**src/rtl/receptor_serie_paralelo_pkg.sv**
```systemverilog
// Shared framing constants and FSM encodings for the serial-to-parallel sensor receiver.
// The sync window helper is the single definition of what a valid frame boundary looks like.
package receptor_serie_paralelo_pkg;

  localparam int FRAME_LEN   = 16;
  localparam int PAYLOAD_LSB = 3;
  localparam int PAYLOAD_MSB = 9;

  localparam logic [15:0] SYNC_PATTERN = 16'hF803;
  localparam logic [15:0] SYNC_MASK    = 16'hFC07;

  localparam logic [1:0] ST_HUNT    = 2'd0;
  localparam logic [1:0] ST_CONFIRM = 2'd1;
  localparam logic [1:0] ST_LOCKED  = 2'd2;

  function automatic logic is_sync(input logic [15:0] w);
    return (w & SYNC_MASK) == SYNC_PATTERN;
  endfunction

endpackage

```
**src/rtl/receptor_serie_paralelo_contador.sv**
```systemverilog
// Mod-16 bit position counter within a frame; fin flags the last bit of the frame.
module contador_trama
  import receptor_serie_paralelo_pkg::*;
(
  input  logic       clk,
  input  logic       reset,
  input  logic       clr,
  output logic [3:0] cnt,
  output logic       fin
);

  always_ff @(posedge clk) begin
    if (reset || clr) cnt <= 4'd0;
    else              cnt <= cnt + 4'd1;
  end

  assign fin = (cnt == 4'(FRAME_LEN - 1));

endmodule

```
**src/rtl/receptor_serie_paralelo.sv**
```systemverilog
// Frame aligner for the 7-sensor serial stream: hunts for the sync window, confirms it over
// consecutive frames, then presents each good frame's payload in parallel.
//
// state      | meaning
// -----------+-----------------------------------------------------------
// ST_HUNT    | searching every clk for a sync window
// ST_CONFIRM | candidate alignment found, checking following boundaries
// ST_LOCKED  | aligned; payload published, consecutive bad frames counted
module receptor_serie_paralelo
  import receptor_serie_paralelo_pkg::*;
#(
  parameter int CONFIRM_FRAMES = 2,
  parameter int MAX_ERRORS     = 3
) (
  input  logic       clk,
  input  logic       reset,
  input  logic       din,
  output logic [6:0] datos,
  output logic       trama_valida,
  output logic       error_trama,
  output logic       enganchado
);

  localparam logic [2:0] CONF_TGT = 3'(CONFIRM_FRAMES);
  localparam logic [2:0] ERR_TGT  = 3'(MAX_ERRORS);

  logic [15:0] sr, sr_next;
  logic        match;
  logic [1:0]  state;
  logic [2:0]  conf, err;
  logic [3:0]  bit_cnt;
  logic        fin;
  logic        unused_bits;

  assign sr_next = {din, sr[15:1]};
  assign match   = is_sync(sr_next);

  // bit_cnt only matters through fin; sr[0] is consumed via sr_next before it is shifted out
  assign unused_bits = ^{bit_cnt, sr[0]};

  // Held at zero while hunting so the first boundary check lands 16 shifts after the match
  contador_trama u_contador (
    .clk   (clk),
    .reset (reset),
    .clr   (state == ST_HUNT),
    .cnt   (bit_cnt),
    .fin   (fin)
  );

  assign enganchado = (state == ST_LOCKED);

  always_ff @(posedge clk) begin
    if (reset) begin
      sr           <= 16'd0;
      state        <= ST_HUNT;
      conf         <= 3'd0;
      err          <= 3'd0;
      datos        <= 7'd0;
      trama_valida <= 1'b0;
      error_trama  <= 1'b0;
    end else begin
      sr           <= sr_next;
      trama_valida <= 1'b0;
      error_trama  <= 1'b0;
      case (state)
        ST_HUNT: begin
          if (match) begin
            datos <= sr_next[PAYLOAD_MSB:PAYLOAD_LSB];
            conf  <= 3'd1;
            err   <= 3'd0;
            state <= (CONF_TGT == 3'd1) ? ST_LOCKED : ST_CONFIRM;
          end
        end
        ST_CONFIRM: begin
          if (fin) begin
            if (match) begin
              conf <= conf + 3'd1;
              if (conf + 3'd1 == CONF_TGT) begin
                state        <= ST_LOCKED;
                datos        <= sr_next[PAYLOAD_MSB:PAYLOAD_LSB];
                trama_valida <= 1'b1;
              end
            end else begin
              state <= ST_HUNT;
              conf  <= 3'd0;
            end
          end
        end
        ST_LOCKED: begin
          if (fin) begin
            if (match) begin
              datos        <= sr_next[PAYLOAD_MSB:PAYLOAD_LSB];
              trama_valida <= 1'b1;
              err          <= 3'd0;
            end else begin
              error_trama <= 1'b1;
              if (err + 3'd1 == ERR_TGT) begin
                state <= ST_HUNT;
                err   <= 3'd0;
                conf  <= 3'd0;
              end else begin
                err <= err + 3'd1;
              end
            end
          end
        end
        default: begin
          state <= ST_HUNT;
          conf  <= 3'd0;
          err   <= 3'd0;
        end
      endcase
    end
  end

endmodule

```
**config.mk**
```make
export PLATFORM = sky130hd
export DESIGN_NAME = receptor_serie_paralelo
export DESIGN_NICKNAME = d
export VERILOG_FILES = /design/src/rtl/receptor_serie_paralelo_pkg.sv /design/src/rtl/receptor_serie_paralelo_contador.sv /design/src/rtl/receptor_serie_paralelo.sv
export SDC_FILE = /design/constraint.sdc
export NUM_CORES = 1
export LEC_CHECK = 0
export ABC_CLOCK_PERIOD_IN_PS = 3500
export CELL_PAD_IN_SITES_DETAIL_PLACEMENT = 1
export CELL_PAD_IN_SITES_GLOBAL_PLACEMENT = 1
export CORE_UTILIZATION = 47
export DETAILED_ROUTE_END_ITERATION = 16
export PLACE_DENSITY_LB_ADDON = 0.3
export SKIP_LAST_GASP = 1
export SYNTH_ARGS = -nofsm -noshare
export SYNTH_HDL_FRONTEND = slang
export SYNTH_HIERARCHICAL = 1
export SYNTH_SLANG_ARGS = --single-unit
export TNS_END_PERCENT = 10
```
**constraint.sdc**
```tcl
create_clock -name clk -period 3.5 [get_ports clk]
set_clock_uncertainty 0.05 [all_clocks]
set_input_delay 0.7 -clock clk [delete_from_list [all_inputs] [get_ports clk]]
set_output_delay 0.7 -clock clk [all_outputs]
set_load 0.01 [all_outputs]
```
==> results.yml <==
hold_path:
  holdPathStages: 1
  hold_end: "sr[2]"
  hold_class: "reg2reg"
  worstHoldStart: "sr[3]"
logic_synthesis:
  synth_warnings: 6
  yosys_most_used_dff: "dfxtp_1"
  syn_area_um2: 1470
  synthTopCellsByArea: "dfxtp_1 49%, ha_1 8.5%, nor2b_1 6.4%"
  yosysMostFrequentCell: "dfxtp_1"
  synthTopCellsByCount: "36 x dfxtp_1, 15 x nor2b_1, 13 x nor2_1"
  synth_edf_count: 0
  yosysUniqueCellTypes: 33
  synthArstFlopShare_pct: 0
  netlist_instances: 139
  synth_top_area_cell: "dfxtp_1"
  post-synth-top-area-fraction_pct: 48.9
  synth_seq_cells: 36
  syn_nets: 152
  seq_area_frac_synth_pct: 48.9
  synth_area_per_cell_um2: 10.6
cells_and_area:
  fin_nets: 169
  n_antenna_cell: 0
  multi_input_area_um2: 714
  n_fill_cell: 332
  drive_gt1_share_pct: 9.55
  area_delta_synth_final_pct: 14.7
  seqCellArea_um2: 721
cts:
  cts_setup_buffers: 0
  h-tree-depth: 2
  cts-root-buf: "clkbuf_4"
  clkSlewWorstSetupHoldPaths_ns: 0.11
  cts_buffers: 5
  cts_sinks: 36
  cts_resized: 0
  hold_buffers: 0
  clock_latency_ns: 0.34
  clock_path_buffers: 2
  cts_tree: "built"
placed_design:
  port_buffers: 12
  hpwl_um: 2170
  gp_congestion: 0.813
flow_run:
  drv_cap: 0
floorplanning:
  die_w_um: 58.0
  start_util_pct: 51.6
  die_h_um: 58.0
  ios: 13
  fp-row-count: 19
  fp.coreArea_um2: 2850
  die_area_um2: 3360
sta:
  period_share_pct: 70.4
  hold_ws_ns: 0.411
  rsz0062_at_grt: "false"
  relSlewSlack_pct: 51.5
  setup_viol: 0
  fmax_mhz: 406
  setup_tns_ns: 0
  post-route-min-period_ns: 2.47
  final_hold_viol_count: 0
  worst_pin_slew_ns: 0.725
  drv_slew: 0
drt:
  first_pass_iters: 4
  drcViolationCount: 0
  avgRoutedWirePerCell_um: 16.2
  vias: 1077
  wl_um: 3040
  vias_per_cell: 5.73
  postRouteAntennaNets: 0
  drtIter0Drc: 25
pwr:
  total_power_uw: 657
  irDropWorstVdd_v: 0.000276
  leakage_uw: 0.000618
  power.density_nw_per_um2: 389
outcome:
  status: "finished clean"
grt:
  antenna_found_initial: 0
  grt_start_max_net_pins: 20
  track_usage_pct: 20.9
  grt_pass1_wl_um: 5180
  grt_pass1_vias: 1116
  overflow: 0
worst_setup_path:
  path_max_fanout: 7
  r2r-end: "datos[6]"
  rrSetupSlack_ns: 1.27
  worstSetupEndpointType: "output pin"
  cp-start-kind: "flop"
  required_ns: 2.75
  r2r.worst_path.cells: 7
  crit_arrival_ns: 1.72
  path_class: "reg2out"
  rr_startpoint: "state[1]"
-- report_power, final --
| part | switching (uW) | internal, uW | total [uW] |
|---|---|---|---|
| sequential | 0.892 | 411 | 412 |
| combinational | 9.33 | 4.43 | 13.8 |
| clock | 136 | 95.5 | 231 |
-- routing by layer --
| metal | global-route usage [%] | vias to the layer above | part of all wire (%) |
|---|---|---|---|
| met4 | 7.82 | 0 | 2.3 |
| met5 | 0 | - | 0 |
| met1 | 23.9 | 526 | 43 |
| met2 | 36.1 | 20 | 51 |
| met3 | 7.14 | 10 | 4.0 |
| li1 | - | 521 | - |
-- flip-flops by register name (all words and copies together), names as in the netlist --
| signal | count |
|---|---|
| trama_valida | 1 |
| conf | 3 |
| sr | 15 |
| datos | 7 |
| error_trama | 1 |
| u_contador/cnt | 4 |
| err | 3 |
| state | 2 |
-- critical path, stage by stage, from the launching register on --
cell             delay, ns
dfxtp_1               0.36
inv_1                 0.12
ha_1                  0.31
clkdlybuf4s50_1       0.59
-- placed cells by master, fill, tap and decap left out, types with 5 or more instances in the layout --
cell type / n
clkbuf_4: 5
clkdlybuf4s50_1: 12
dfxtp_1: 36
ha_1: 10
inv_1: 7
mux2i_1: 9
nand2_1: 5
nor2_1: 13
nor2b_1: 15
nor3_1: 5
-- cells by family after synthesis --
logic type               after synthesis  synth area share [%]
AO/OA/AOI/OAI                         15                  8.75
XOR/XNOR                               2                  1.19
adder cells (fa/ha/maj)               10                  8.50
buffers and inverters                 10                  2.55
flip-flops                            36                  48.9
multiplexers                          10                  6.88
AND/OR/NAND/NOR                       56                  23.2
-- per-stage QoR --
| stage | area [um^2] | util [%] | std cells | setup slack (ns) |
|---|---|---|---|---|
| finish | 1690 | 59.2 | 188 | 1.03 |
| global route | 1690 | 59.2 | 188 | 0.894 |
| CTS | 1690 | 59.2 | 188 | 1.03 |
| detailed placement | 1630 | 57.1 | 180 | 0.712 |
| global placement | 1630 | 57.1 | 180 | 0.788 |
| floorplan | 1470 | - | 139 | 1.40 |
-- cell type report --
type                            count  area share, %
Clock inverter                      2          0.593
Clock buffer                        6           3.04
Sequential cell                    36           42.7
Timing Repair Buffer               13           7.56
Tap cell                           31           2.30
Inverter                            7           1.56
Multi-Input combinational cell     93           42.3
-- worst max path at each step --
stage / from / endpoint / slack [ns] / cells past startpoint
floorplan: din / conf[2] / 1.40 / 5
global placement: din / datos[6] / 0.79 / 6
detailed placement: din / conf[2] / 0.71 / 6
CTS: state[0] / enganchado / 1.03 / 3
global route: state[0] / enganchado / 0.89 / 3
finish: state[0] / enganchado / 1.03 / 3
No activity file was read; power rests on OpenSTA's default activity.
